**src/rtl/debounce_pkg.sv**
```systemverilog
// Shared definitions for the debounce/edge-detect block: FSM encoding,
// legal parameter limits and the stability-counter width helper.
package debounce_pkg;

    typedef enum logic {
        ST_STABLE = 1'b0,
        ST_PEND   = 1'b1
    } debounce_state_t;

    localparam int MIN_SYNC_STAGES     = 2;
    localparam int MIN_DEBOUNCE_CYCLES = 1;

    function automatic int cnt_width(input int cycles);
        return (cycles > 1) ? $clog2(cycles) : 1;
    endfunction

endpackage

```
**src/rtl/sync_chain.sv**
```systemverilog
// N-flop synchroniser for a single asynchronous level, cleared to 0 by a
// synchronous active-high reset. Used for any async input entering the clk domain.
module sync_chain #(
    parameter int STAGES = 2
) (
    input  logic clk,
    input  logic reset,
    input  logic d,
    output logic q
);

    logic [STAGES-1:0] chain;

    // Shift the raw level through the flop chain; the oldest bit is the synced output.
    always_ff @(posedge clk) begin
        if (reset) begin
            chain <= '0;
        end else begin
            chain <= {chain[STAGES-2:0], d};
        end
    end

    assign q = chain[STAGES-1];

endmodule

```
**src/rtl/debounce_edge_sync.sv**
```systemverilog
// Turns a bouncing asynchronous level into a clean clk-synchronous level plus
// one-cycle rise/fall pulses. A new synced level is accepted only after it has
// been seen for DEBOUNCE_CYCLES consecutive cycles; shorter excursions are dropped.
module debounce_edge_sync
    import debounce_pkg::*;
#(
    parameter int SYNC_STAGES     = 2,
    parameter int DEBOUNCE_CYCLES = 4
) (
    input  logic clk,
    input  logic reset,
    input  logic data_in,
    output logic data_out,
    output logic rise,
    output logic fall
);

    localparam int CNT_W = cnt_width(DEBOUNCE_CYCLES);
    localparam logic [CNT_W-1:0] CNT_LAST = CNT_W'(DEBOUNCE_CYCLES - 1);
    localparam logic [CNT_W-1:0] CNT_ONE  = CNT_W'(1);

    generate
        if (SYNC_STAGES < MIN_SYNC_STAGES) begin : g_bad_sync_stages
            $error("debounce_edge_sync: SYNC_STAGES must be >= 2");
        end
        if (DEBOUNCE_CYCLES < MIN_DEBOUNCE_CYCLES) begin : g_bad_debounce_cycles
            $error("debounce_edge_sync: DEBOUNCE_CYCLES must be >= 1");
        end
    endgenerate

    logic            synced;
    logic [CNT_W-1:0] cnt;
    debounce_state_t state;

    sync_chain #(
        .STAGES(SYNC_STAGES)
    ) u_sync (
        .clk  (clk),
        .reset(reset),
        .d    (data_in),
        .q    (synced)
    );

    // Stability FSM: count consecutive cycles where synced differs from the
    // accepted level, accept on the last one and emit a single edge pulse.
    always_ff @(posedge clk) begin
        if (reset) begin
            state    <= ST_STABLE;
            cnt      <= '0;
            data_out <= 1'b0;
            rise     <= 1'b0;
            fall     <= 1'b0;
        end else begin
            rise <= 1'b0;
            fall <= 1'b0;
            case (state)
                ST_STABLE: begin
                    cnt <= '0;
                    if (synced != data_out) begin
                        if (DEBOUNCE_CYCLES == 1) begin
                            data_out <= synced;
                            rise     <= synced;
                            fall     <= ~synced;
                        end else begin
                            state <= ST_PEND;
                            cnt   <= CNT_ONE;
                        end
                    end
                end
                ST_PEND: begin
                    if (synced == data_out) begin
                        state <= ST_STABLE;
                        cnt   <= '0;
                    end else if (cnt == CNT_LAST) begin
                        data_out <= synced;
                        rise     <= synced;
                        fall     <= ~synced;
                        cnt      <= '0;
                        state    <= ST_STABLE;
                    end else begin
                        cnt <= cnt + 1'b1;
                    end
                end
                default: begin
                    state <= ST_STABLE;
                    cnt   <= '0;
                end
            endcase
        end
    end

endmodule

```
**config.mk**
```make
export PLATFORM = sky130hd
export DESIGN_NAME = debounce_edge_sync
export DESIGN_NICKNAME = d
export VERILOG_FILES = /design/src/rtl/debounce_pkg.sv /design/src/rtl/sync_chain.sv /design/src/rtl/debounce_edge_sync.sv
export SDC_FILE = /design/constraint.sdc
export NUM_CORES = 1
export LEC_CHECK = 0
export CAP_MARGIN = 20
export CELL_PAD_IN_SITES_DETAIL_PLACEMENT = 2
export CELL_PAD_IN_SITES_GLOBAL_PLACEMENT = 2
export CORE_AREA = 2 2 39 41
export CTS_CLUSTER_SIZE = 28
export DETAILED_ROUTE_END_ITERATION = 10
export DIE_AREA = 0 0 41 43
export PLACE_DENSITY_LB_ADDON = 0.1
export SYNTH_ARGS = -nofsm -noshare
export SYNTH_HDL_FRONTEND = slang
export SYNTH_SLANG_ARGS = --single-unit
```
**constraint.sdc**
```tcl
create_clock -name clk -period 0.95 [get_ports clk]
set_input_delay 0.19 -clock clk [delete_from_list [all_inputs] [get_ports clk]]
set_output_delay 0.19 -clock clk [all_outputs]
set_load 0.05 [all_outputs]
```
After elaboration in Yosys (flattened, before gate mapping)
Index checks and enable logic that the tools add are counted.
{ "classes": {"n_mux": 8, "n_reduce_logical": 2, "eq_ne": 3, "n_addsub": 1, "shift": 0, "multipliers": 0, "order_cmp": 0, "div": 0, "bitwise": 4} }
{ "op_table": {"columns": ["op", "count"], "rows": [
  ["$mux 1", 4],
  ["$mux 2", 2],
  ["$not 1->1", 4],
  ["$pmux 2 s2", 1],
  ["$reduce_or 4->1", 1],
  ["$reduce_and 3->1", 1],
  ["$add 2x1->2 const B", 1],
  ["$eq 2x2->1 const B", 1],
  ["$pmux 1 s2", 1],
  ["$eq 1x1->1", 1],
  ["$ne 1x1->1", 1]
]} }
{ "totals": {"latch_bits": 0, "memories": 0, "input_bits": 3, "wordCells": 24, "out_inout_bits": 3, "reg_bits": 8, "mem_bits_ro": 0, "mem_bits_rw": 0} }

Depth between registers and ports, before layout
Gate-level depths: netlist of the first run.
{ "depth": {"word_depth": 4, "ltp_mapped": 3} }

Hierarchy
A second synthesis of the first run with hierarchy kept.
{ "hier_totals": {"cells_unflattened": 23, "hier_area_um2": 274.0} }
{ "modules_own_cells": {"columns": ["mod", "cells_per_inst", "area_each_um2", "seq_area_each_um2", "n_inst"], "rows": [
  ["debounce_edge_sync", 19, 221.5, 120.1, 1],
  ["sync_chain", 4, 52.6, 40.0, 1]
]} }

Worst setup path before layout of the first run
OpenSTA, ideal clock, no wires.
{ "synth_path": {"kind": "flip-flop to flip-flop", "startpoint": "reg data_out", "endpoint": "reg cnt[1]", "stages_incl_launch_ff": 3, "t_arrival_ps": 1062, "path_slack_ps": -200, "setup_ps": 88, "path_buffers": 0, "period_less_slack_ps": 1150, "path_cell_list": "dfxtp_1 -> xnor2_1 -> nor4_2"} }
{ "synth_between": {"elab_chain_cells": 3} }
{ "synth_rtl": {"columns": ["element", "line_no", "rtl"], "rows": [
  ["from (decl)", "debounce_edge_sync.sv:13", "output logic data_out,"],
  ["from (signal assigned)", "debounce_edge_sync.sv:61", "data_out <= synced;"],
  ["from (signal assigned)", "debounce_edge_sync.sv:75", "data_out <= synced;"],
  ["$eq 1x1->1", "debounce_edge_sync.sv:71", "if (synced == data_out) begin"],
  ["$mux 2", "debounce_edge_sync.sv:71", null],
  ["$pmux 2 s2", "debounce_edge_sync.sv:56", "case (state)"],
  ["to (signal assigned)", "debounce_edge_sync.sv:81", "cnt <= cnt + 1'b1;"],
  ["to (decl)", "debounce_edge_sync.sv:32", "logic [CNT_W-1:0] cnt;"]
]} }
No other way between the ends.
A chain may end at the register's enable or synchronous reset.

Worst setup path after layout of the first run
{ "layout_path": {"startpoint": "reg data_out", "endpoint": "out data_out"} }
No word-level cell between the ends.

==> reports/summary.txt, run 1 <==
Tmin final - 0.944 ns
DRC violations left - 0
Fin Clk Skew - 0.000201 ns
Post-synth EDFFs - 0
core area - 1380 sq um
RSZ-0062 raised after global routing - true
CTS tree - done
WP depth - 1
antenna violations before repair - 0
die area - 1760 sq um
worst skew pair latency - 0.25 ns
Final Cell Area - 459 sq um
Hold Path Depth - 2
post-synth top area cell - dfxtp_1
status - completed
share of Yosys cell area claimed by the top area cell type - 58.4%
sequential share of the synthesized area - 58.4%
top area cells in the synthesized netlist - dfxtp_1 (58%), nor4b_1 (6.4%), ha_1 (4.6%)
initial core utilization - 19.8%
Max VDD drop - 483 uV
root buffer cell - clkbuf_4
CTS Buf Count - 3
GRT Util Overall - 9.38%
layout cells sized above 1 - 59.4%
Final ANT Viol Nets - 0
post-DP HPWL - 418 um
Hold Crit Class - in2reg
Syn Std Cell Area - 274 sq um
most common cell in the netlist - dfxtp_1
WL met1 - 250 um
Sink Count - 8
synth warn - 0
final hold violations - 0
CTS max path bufs - 2
net count reported at finish - 38
worst-path maximum fanout - 3
GPL Wtd Cong - 0.624
crit-path cells - buf_12
Post-CTS Hold Buffers - 0
drt wl/cell - 12.0 um
CP peak stage delay - 0.37 ns
reg2reg setup slack - 0.04 ns
syn_area_per_cell - 11.9 sq um
drt initial violations - 0
Commonest cells post-synth - dfxtp_1 (8), nor2b_1 (2), nor4b_1 (2)
count of input and output buffers - 5
CTS H-tree lvls - 1
Setup crit start kind - register
crit path capture type - output pin
Slew Limit Fails - 0
die extent in y - 43 um
Fmax - 1.06 GHz
I/O pin count - 6
CP Data Arrival Time - 0.75 ns
Die X - 41 um
met2 routed WL - 295 um
cells on worst reg2reg path - 3
leakage power - 0.000171 uW
CTS clk-pin slew, worst paths - 0.05 ns
FF+latch count, synth - 8
Antenna Diode Count - 0
# setup viols final - 0
relative max-transition margin - 72.7%
cell family with most CP delay - flip-flops
total of max-cap violations - 0
total wire length - 577 um
PD cells - 1370 nW/um^2
syn_nets - 27
GRT overflow - 0
Main synth FF type - dfxtp_1
Vias - 209
vias per inst - 4.35
first-pass GRT wire length - 952 um
Top Metal Used - met3
Critical Path RT - 0.76 ns
DRT Pass-1 Iters - 1
Synth Instances - 23
Power Total - 629 uW
Setup Crit Path Kind - reg2out
number of global-route vias before repair - 207
Fillers - 149
async set-or-reset flop fraction in the synthesized netlist - 0%
WL met3 - 31 um
post-placement cell area - 375 sq um
Core Rows - 14
Buf+Inv Stages, Crit Path - 1
pin count of the biggest net entering global routing - 9
slowest stage cell, crit path - dfxtp_4
number of distinct library cells after synthesis - 14
period utilization - 99.4%
area delta synth->final - 67.6%
Tightest Pin Transition - 0.408 ns
==> flip-flops by register name (all words and copies together), names as in the netlist <==
name and count:
data_out 1, state 1, fall 1, cnt 2, u_sync.chain 2, rise 1
==> report_power, final <==
part | switching [uW] | leakage, uW | internal, uW
Clock | 115 | 0.0000138 | 145
Combinational | 11.0 | 0.0000897 | 12.9
Sequential | 7.10 | 0.0000678 | 339
Total | 133 | 0.000171 | 497
==> routing by layer <==
metal | track usage, % | vias up
met2 | 11.9 | 5
met5 | 0 | -
li1 | - | 103
met4 | 10.0 | 0
met3 | 4.71 | 0
met1 | 10.1 | 101
==> placed cells by master, fill, tap and decap left out <==
cell / Yosys / routed
nor3_2: 0 / 1
nor2b_1: 2 / 2
nand2_4: 0 / 1
o21a_1: 1 / 1
xnor2_1: 1 / 1
nor4b_2: 0 / 1
nand3_1: 1 / 1
a21oi_1: 1 / 1
a21bo_2: 1 / 1
ha_4: 0 / 1
dfxtp_2: 0 / 4
dfxtp_4: 0 / 1
a211oi_1: 1 / 1
nand2_1: 1 / 1
dlymetal6s2s_1: 0 / 1
nor4b_4: 0 / 1
nor4_2: 1 / 1
buf_12: 0 / 3
clkbuf_4: 0 / 3
clkdlybuf4s50_1: 0 / 1
dfxtp_1: 8 / 3
buf_4: 0 / 1
==> cell type report <==
class | count | area (sq um) | share of cell area, %
well taps | 16 | 20.0 | 4.36
repair buffers | 6 | 90.1 | 19.6
flip-flops and latches | 8 | 169 | 36.8
clock buffers | 3 | 22.5 | 4.90
multi-input cells | 15 | 158 | 34.3
==> what timing repair did <==
item                                    in CTS  in global routing
endpoints found under the setup margin       8                  5
pin swaps                                    0                  1
resized for setup                            7                  6
setup buffers                                1                  0
==> cell families (layout without fill, tap and decap cells) <==
family / count (synthesis) / after routing / share of synthesized area, %
adder cells (fa/ha/maj): 1 / 1 / 4.57
AO/OA/AOI/OAI: 4 / 4 / 11.0
flip-flops: 8 / 8 / 58.4
AND/OR/NAND/NOR: 9 / 9 / 22.8
buffers and inverters: 0 / 9 / 0
XOR/XNOR: 1 / 1 / 3.20
==> per-stage QoR <==
stage	worst slack [ns]	cells	utilization, %	TNS (ns)	hold slack (ns)
after floorplan	0.0122	23	-	0	0.252
after global placement	-0.255	44	27.1	-1.17	0.434
after detailed placement	-0.296	44	27.1	-1.24	0.437
after CTS	-0.0106	48	31.1	-0.0106	0.456
after global routing	-0.0334	48	33.2	-0.0727	0.373
final	0.00552	48	33.2	0	0.366
==> worst paths after layout <==
check                                       end       startpoint
worst max register to register         data_out           cnt[0]
worst max-delay path                   data_out         data_out
worst min register to register  u_sync.chain[1]  u_sync.chain[0]
worst min-delay path            u_sync.chain[0]            reset
No activity file was read; power rests on OpenSTA's default activity.
==> run 2, diff against run 1 <==
GPL_TIMING_DRIVEN = 0   (was not set)
==> run 2 against run 1 <==
Effect of this change:
- sequential share of layout area increased by 2.3 points
- setup slack lost 0.011 ns
- total power fell by 1.0%
- first-iteration DRC count grew 2
- cell count unchanged
- maximum frequency shrank 1.2%
- via count up 3.3%
- largest power group unchanged
- clock skew increased by 0.0025 ns
- register-to-register slack barely moved
- critical endpoint unchanged
- the flow now finishes with violations (setup timing)
==> reports/summary.txt, run 2 (synthesized netlist as in run 1, its figures left out) <==
status - finished, violations left
failing checks - setup timing
total of max-cap violations - 0 (unchanged)
Setup Crit Path Kind - reg2out
relative max-transition margin - 73.1% (+0.33 points)
Slew Limit Fails - 0 (unchanged)
Fin Clk Skew - 0.00269 ns (+0.00249 ns)
Gate power share - 3.8% (about the same)
GR Util met2 - 12.8% (+0.94 points)
Antenna Diode Count - 0 (unchanged)
Core Rows - 14 (unchanged)
I/O pin count - 6 (unchanged)
CP peak stage delay - 0.37 ns (about the same)
GRT Util Overall - 9.16% (-0.21 points)
net count reported at finish - 38 (unchanged)
number of global-route vias before repair - 229 (+11%)
root buffer cell - clkbuf_4
total wire length - 590 um (+2.3%)
DRC violations left - 0 (unchanged)
biggest registers after layout - cnt: 2 flops, u_sync.chain: 2 flops
CTS clk-pin slew, worst paths - 0.05 ns (about the same)
Sink Count - 8 (unchanged)
cell family with most CP delay - flip-flops
antenna violations before repair - 0 (unchanged)
layout cells sized above 1 - 56.3% (-3.1 points)
Setup crit start kind - register
Critical Path RT - 0.76 ns (about the same)
P_int - 497 uW (about the same)
Post-CTS Hold Buffers - 0 (unchanged)
slowest stage cell, crit path - dfxtp_4
die extent in y - 43 um (unchanged)
Hold Slack - 0.361 ns (-0.00418 ns)
die area - 1760 sq um (unchanged)
Top Usage Layer GRT - met2
crit-path cells - buf_8
Finished Layout Cells - 48 (unchanged)
final core utilization - 31.2% (-2.0 points)
CTS max path bufs - 2 (unchanged)
Fmax - 1.05 GHz (-1.2%)
drt wl/cell - 12.3 um (+2.3%)
first-pass GRT wire length - 986 um (+3.6%)
met1 capacity usage during global routing - 9.42% (-0.68 points)
worst skew pair latency - 0.25 ns (about the same)
PD cells - 1440 nW/um^2 (+5.3%)
Buf+Inv Stages, Crit Path - 1 (unchanged)
CTS H-tree lvls - 1 (unchanged)
RSZ-0062 raised after global routing - true
most frequent cells in the layout - dfxtp_2 (4), clkbuf_4 (3), dfxtp_1 (3), nor2b_1 (2), buf_6 (2)
worst-path maximum fanout - 4 (+1)
most common cell after layout, fill and taps aside - dfxtp_2
switching pwr - 126 uW (-4.9%)
met3 Use GR - 4.71% (unchanged)
crit path capture type - output pin
Sw Ratio - 20.3% (-0.82 points)
Die X - 41 um (unchanged)
Vias - 216 (+3.3%)
final worst slack - -0.00578 ns (-0.0113 ns)
final hold violations - 0 (unchanged)
DRT Pass-1 Iters - 2 (+1)
clock share of power - 40.5% (-0.7 points)
GRT overflow - 0 (unchanged)
core area - 1380 sq um (unchanged)
Tightest Pin Transition - 0.403 ns (-0.00497 ns)
Max VDD drop - 371 uV (-23%)
Final ANT Viol Nets - 0 (unchanged)
GPL Wtd Cong - 0.705 (+13%)
Tmin final - 0.956 ns (+0.0113 ns)
period utilization - 101% (+1.2 points)
leakage power - 0.000166 uW (-3.3%)
Flop pwr share - 55.7% (+0.7 points)
# setup viols final - 1 (+1)
area delta synth->final - 57.5%
pin count of the biggest net entering global routing - 9 (unchanged)
CTS tree - done
vias per inst - 4.50 (+3.3%)
CP Data Arrival Time - 0.77 ns (+0.02 ns)
initial core utilization - 19.8% (unchanged)
CTS Buf Count - 3 (unchanged)
Placed Cells - 44 (unchanged)
count of input and output buffers - 5 (unchanged)
reg2reg setup slack - 0.04 ns (about the same)
drt initial violations - 2 (+2)
Hold Crit Class - in2reg
-- run 2: cell counts in the layout (fill, tap and decap cells not counted) --
Identical to the previous run, type by type.
-- run 2: worst paths after layout --
check	startpoint	end	depth (start not counted)
hold reg to reg	u_sync.chain[0]	u_sync.chain[1]	1
setup reg to reg	data_out	state	2
hold / removal	reset	u_sync.chain[0]	2
setup / recovery	data_out	data_out	1
-- run 2: worst register-to-register path: cells and delay by family (launching register included) --
family                    cells  cell delay [ns]
xor gates and xnor gates      1             0.33
DFF                           1             0.36
AOI/OAI and AO/OA             1             0.09
-- run 2: layout make-up --
class / count / area [sq um]
clock buffers: 3 / 22.5
fillers: 157 / 952
multi-input cells: 15 / 153
flip-flops and latches: 8 / 169
well taps: 16 / 20.0
repair buffers: 6 / 67.6
-- run 2: per-layer routing --
| layer | wire length, um | share of wire [%] | vias to the layer above |
|---|---|---|---|
| met5 | 0 | 0 | - |
| met2 | 329 | 56 | 7 |
| met4 | 0 | 0 | 0 |
| li1 | - | - | 103 |
| met3 | 31 | 5.3 | 0 |
| met1 | 229 | 39 | 106 |
-- run 2: power groups by stage --
| stage | Clock [uW] | Combinational [uW] | Sequential, uW |
|---|---|---|---|
| detailed placement | 0 | 21.6 | 355 |
| finish | 252 | 23.4 | 347 |
| floorplan | 0 | 7.30 | 353 |
| global route | 294 | 26.0 | 348 |
| global placement | 0 | 20.9 | 354 |
| CTS | 269 | 22.7 | 348 |
-- run 2: through the flow --
stage                     setup TNS [ns]  area [sq um]  power (uW)  worst slack [ns]
after global placement             -2.19           345         375            -0.390
after CTS                        -0.0823           390         640           -0.0435
after detailed placement           -2.43           345         376            -0.394
after global routing              -0.134           432         668           -0.0445
final                           -0.00578           432         623          -0.00578
after floorplan                        0           275         360            0.0122
-- run 2: repair_timing --
item / 4_1_cts / 5_1_grt
gates resized for setup: 24 / 10
setup endpoints to repair: 9 / 8
setup buffers: 0 / 1
cloned: 0 / 0
pin swaps: 0 / 0
==> run 3, diff against run 2 <==
HOLD_SLACK_MARGIN = 0.15   (was not set)
SYNTH_HIERARCHICAL = 1   (was not set)
==> run 3 against run 2 <==
Effect of this change:
- the run still ends with setup timing left
- clock-buffer cell count stayed put
- sequential share of layout area is 2.9 points higher
- die area stayed put
- worst hold slack better by 0.069 ns
- area after synthesis stayed put
- clock power hardly changed
- synthesized cell count stayed put
- critical endpoint unchanged
==> reports/summary.txt, run 3 <==
Hold Path Sink - data_out
biggest registers after layout - cnt: 2 flops, u_sync/chain: 2 flops
mux cell area share after synthesis - 0% (unchanged)
area delta synth->final - 45.7%
total of max-cap violations - 0 (unchanged)
Tightest Pin Transition - 0.316 ns (-0.0870 ns)
CTS max path bufs - 2 (unchanged)
CTS tree - done
count of input and output buffers - 5 (unchanged)
crit-path cells - buf_8
Critical Path RT - 0.76 ns (about the same)
CTS H-tree lvls - 1 (unchanged)
sequential share of the synthesized area - 58.4% (unchanged)
Buf+Inv Stages, Crit Path - 1 (unchanged)
RSZ-0062 raised after global routing - true
r2r endpoint - fall
Setup crit start kind - register
Post-CTS Hold Buffers - 0 (unchanged)
worst-path maximum fanout - 5 (+1)
Fmax - 1.03 GHz (-1.2%)
Final ANT Viol Nets - 0 (unchanged)
failing checks - setup timing
Die X - 41 um (unchanged)
syn_area_per_cell - 11.9 sq um (unchanged)
leakage power - 0.000136 uW (-18%)
slowest stage cell, crit path - dfxtp_4
final worst slack - -0.0170 ns (-0.0112 ns)
setup TNS - -0.0170 ns (-0.0112 ns)
syn_nets - 27 (unchanged)
first-pass GRT wire length - 869 um (-12%)
pre-CTS setup slack - -0.389 ns (+0.00462 ns)
worst skew pair latency - 0.25 ns (about the same)
layout cells sized above 1 - 48.4% (-7.9 points)
Hold Crit Class - in2reg
Synth Area in XOR/XNOR - 3.20% (unchanged)
post-DP HPWL - 430 um
reg2reg setup slack - 0.02 ns (-0.02 ns)
GRT Util Overall - 8.07% (-1.1 points)
synth warn - 6 (+6)
initial core utilization - 19.8% (unchanged)
net count reported at finish - 37 (-2.6%)
Antenna Diode Count - 0 (unchanged)
compound-gate portion of the synthesized area - 11.0% (unchanged)
# setup viols final - 1 (unchanged)
die extent in y - 43 um (unchanged)
total wire length - 537 um (-9.0%)
PD cells - 1560 nW/um^2 (+7.8%)
DRC violations left - 0 (unchanged)
drt wl/cell - 11.4 um (-7.0%)
Sink Count - 8 (unchanged)
GRT overflow - 0 (unchanged)
worst hold start - reset
async set-or-reset flop fraction in the synthesized netlist - 0% (unchanged)
core area - 1380 sq um (unchanged)
status - finished, violations left
most frequent cells in the layout - dfxtp_1 (4), clkbuf_4 (3), dfxtp_2 (3), buf_6 (2), nor2b_1 (2)
setup repair bufs after CTS - 0 (unchanged)
CTS clk-pin slew, worst paths - 0.05 ns (about the same)
Setup Crit Path Kind - reg2out
post-synth top area cell - dfxtp_1
Commonest cells post-synth - dfxtp_1 (8), nor2b_1 (2), nor4b_1 (2)
CP peak stage delay - 0.38 ns (about the same)
largest family of logic cells by synthesized area - simple AND/OR/NAND/NOR gates
R2R Path Start - cnt[0]
Synth Area in Simple Gates - 22.8% (unchanged)
FF+latch count, synth - 8 (unchanged)
antenna violations before repair - 0 (unchanged)
Syn Std Cell Area - 274 sq um (unchanged)
final hold violations - 0 (unchanged)
Post-synth EDFFs - 0 (unchanged)
cell family with most CP delay - flip-flops
DRT Pass-1 Iters - 2 (unchanged)
number of distinct library cells after synthesis - 14 (unchanged)
Tmin final - 0.967 ns (+0.0112 ns)
root buffer cell - clkbuf_4
number of global-route vias before repair - 220 (-3.9%)
CTS Buf Count - 3 (unchanged)
die area - 1760 sq um (unchanged)
GPL Wtd Cong - 0.705 (unchanged)
I/O pin count - 6 (unchanged)
Fin Clk Skew - 0.00549 ns (+0.00280 ns)
drt initial violations - 2 (unchanged)
Main synth FF type - dfxtp_1
top area cells in the synthesized netlist - dfxtp_1 (58%), nor4b_1 (6.4%), ha_1 (4.6%)
Vias - 214 (-0.93%)
Max VDD drop - 451 uV (+21%)
Core Rows - 14 (unchanged)
Slew Limit Fails - 0 (unchanged)
share of Yosys cell area claimed by the top area cell type - 58.4% (unchanged)
Post-Synth Adder-Cell Area - 4.57% (unchanged)
vias per inst - 4.55 (+1.2%)
pin count of the biggest net entering global routing - 9 (unchanged)
most common cell in the netlist - dfxtp_1
most common cell after layout, fill and taps aside - dfxtp_1
Synth Instances - 23 (unchanged)
crit path capture type - output pin
period utilization - 102% (+1.2 points)
Hold Path Depth - 2 (unchanged)
Fillers - 151 (-3.8%)
CP Data Arrival Time - 0.78 ns (about the same)
cells on worst reg2reg path - 3 (+1)
relative max-transition margin - 78.8% (+5.7 points)
[run 3: how the worst max path moves through the flow]
stage / startpoint / endpoint / cells past startpoint
after floorplan: cnt[0] / data_out / 3
after global placement: data_out / data_out / 1
after detailed placement: data_out / data_out / 1
after CTS: data_out / data_out / 1
after global routing: data_out / data_out / 1
final: data_out / data_out / 1
[run 3: layout make-up]
| class | count | area (sq um) | area share (%) |
|---|---|---|---|
| clock buffer | 3 | 22.5 | 5.64 |
| multi-input combinational | 15 | 133 | 33.2 |
| sequential | 8 | 168 | 42.0 |
| tap | 16 | 20.0 | 5.02 |
| timing repair buffer | 5 | 56.3 | 14.1 |
[run 3: routing by layer]
layer	up-vias	wire, um	global-route usage [%]	part of all wire (%)
met2	8	279	10.9	52
met1	103	196	8.82	36
met3	3	38	3.14	7.1
met5	-	0	0	0
li1	100	-	-	-
met4	0	21	8.00	3.9
[run 3: worst register-to-register path: cells and delay by family (launching register included)]
kind	cells	cell delay (ns)
adder cells (fa/ha/maj)	1	0.18
flip-flops	1	0.34
AND/OR/NAND/NOR	2	0.31
[run 3: power breakdown]
part	internal (uW)	switching (uW)	total, uW
Sequential	340	5.79	345
Clock	144	111	255
Combinational	11.0	9.22	20.2
[run 3: cells by family after synthesis]
family / Yosys count
fa+ha+maj: 1
compound gates: 4
xor+xnor: 1
flops: 8
simple gates: 9
[run 3: metrics by stage]
stage / instance area, sq um / std cells / total power [uW] / utilization (%) / hold slack, ns
floorplan: 275 / 23 / 360 / - / 0.252
detailed placement: 345 / 44 / 376 / 25.0 / 0.435
global route: 399 / 47 / 665 / 28.8 / 0.475
finish: 399 / 47 / 621 / 28.8 / 0.430
CTS: 387 / 47 / 634 / 27.9 / 0.426
global placement: 345 / 44 / 375 / 25.0 / 0.452
[run 3: repair_timing]
item | 4_1_cts | 5_1_grt
resized for setup | 26 | 4
endpoints found under the setup margin | 9 | 4
cloned | 0 | 0
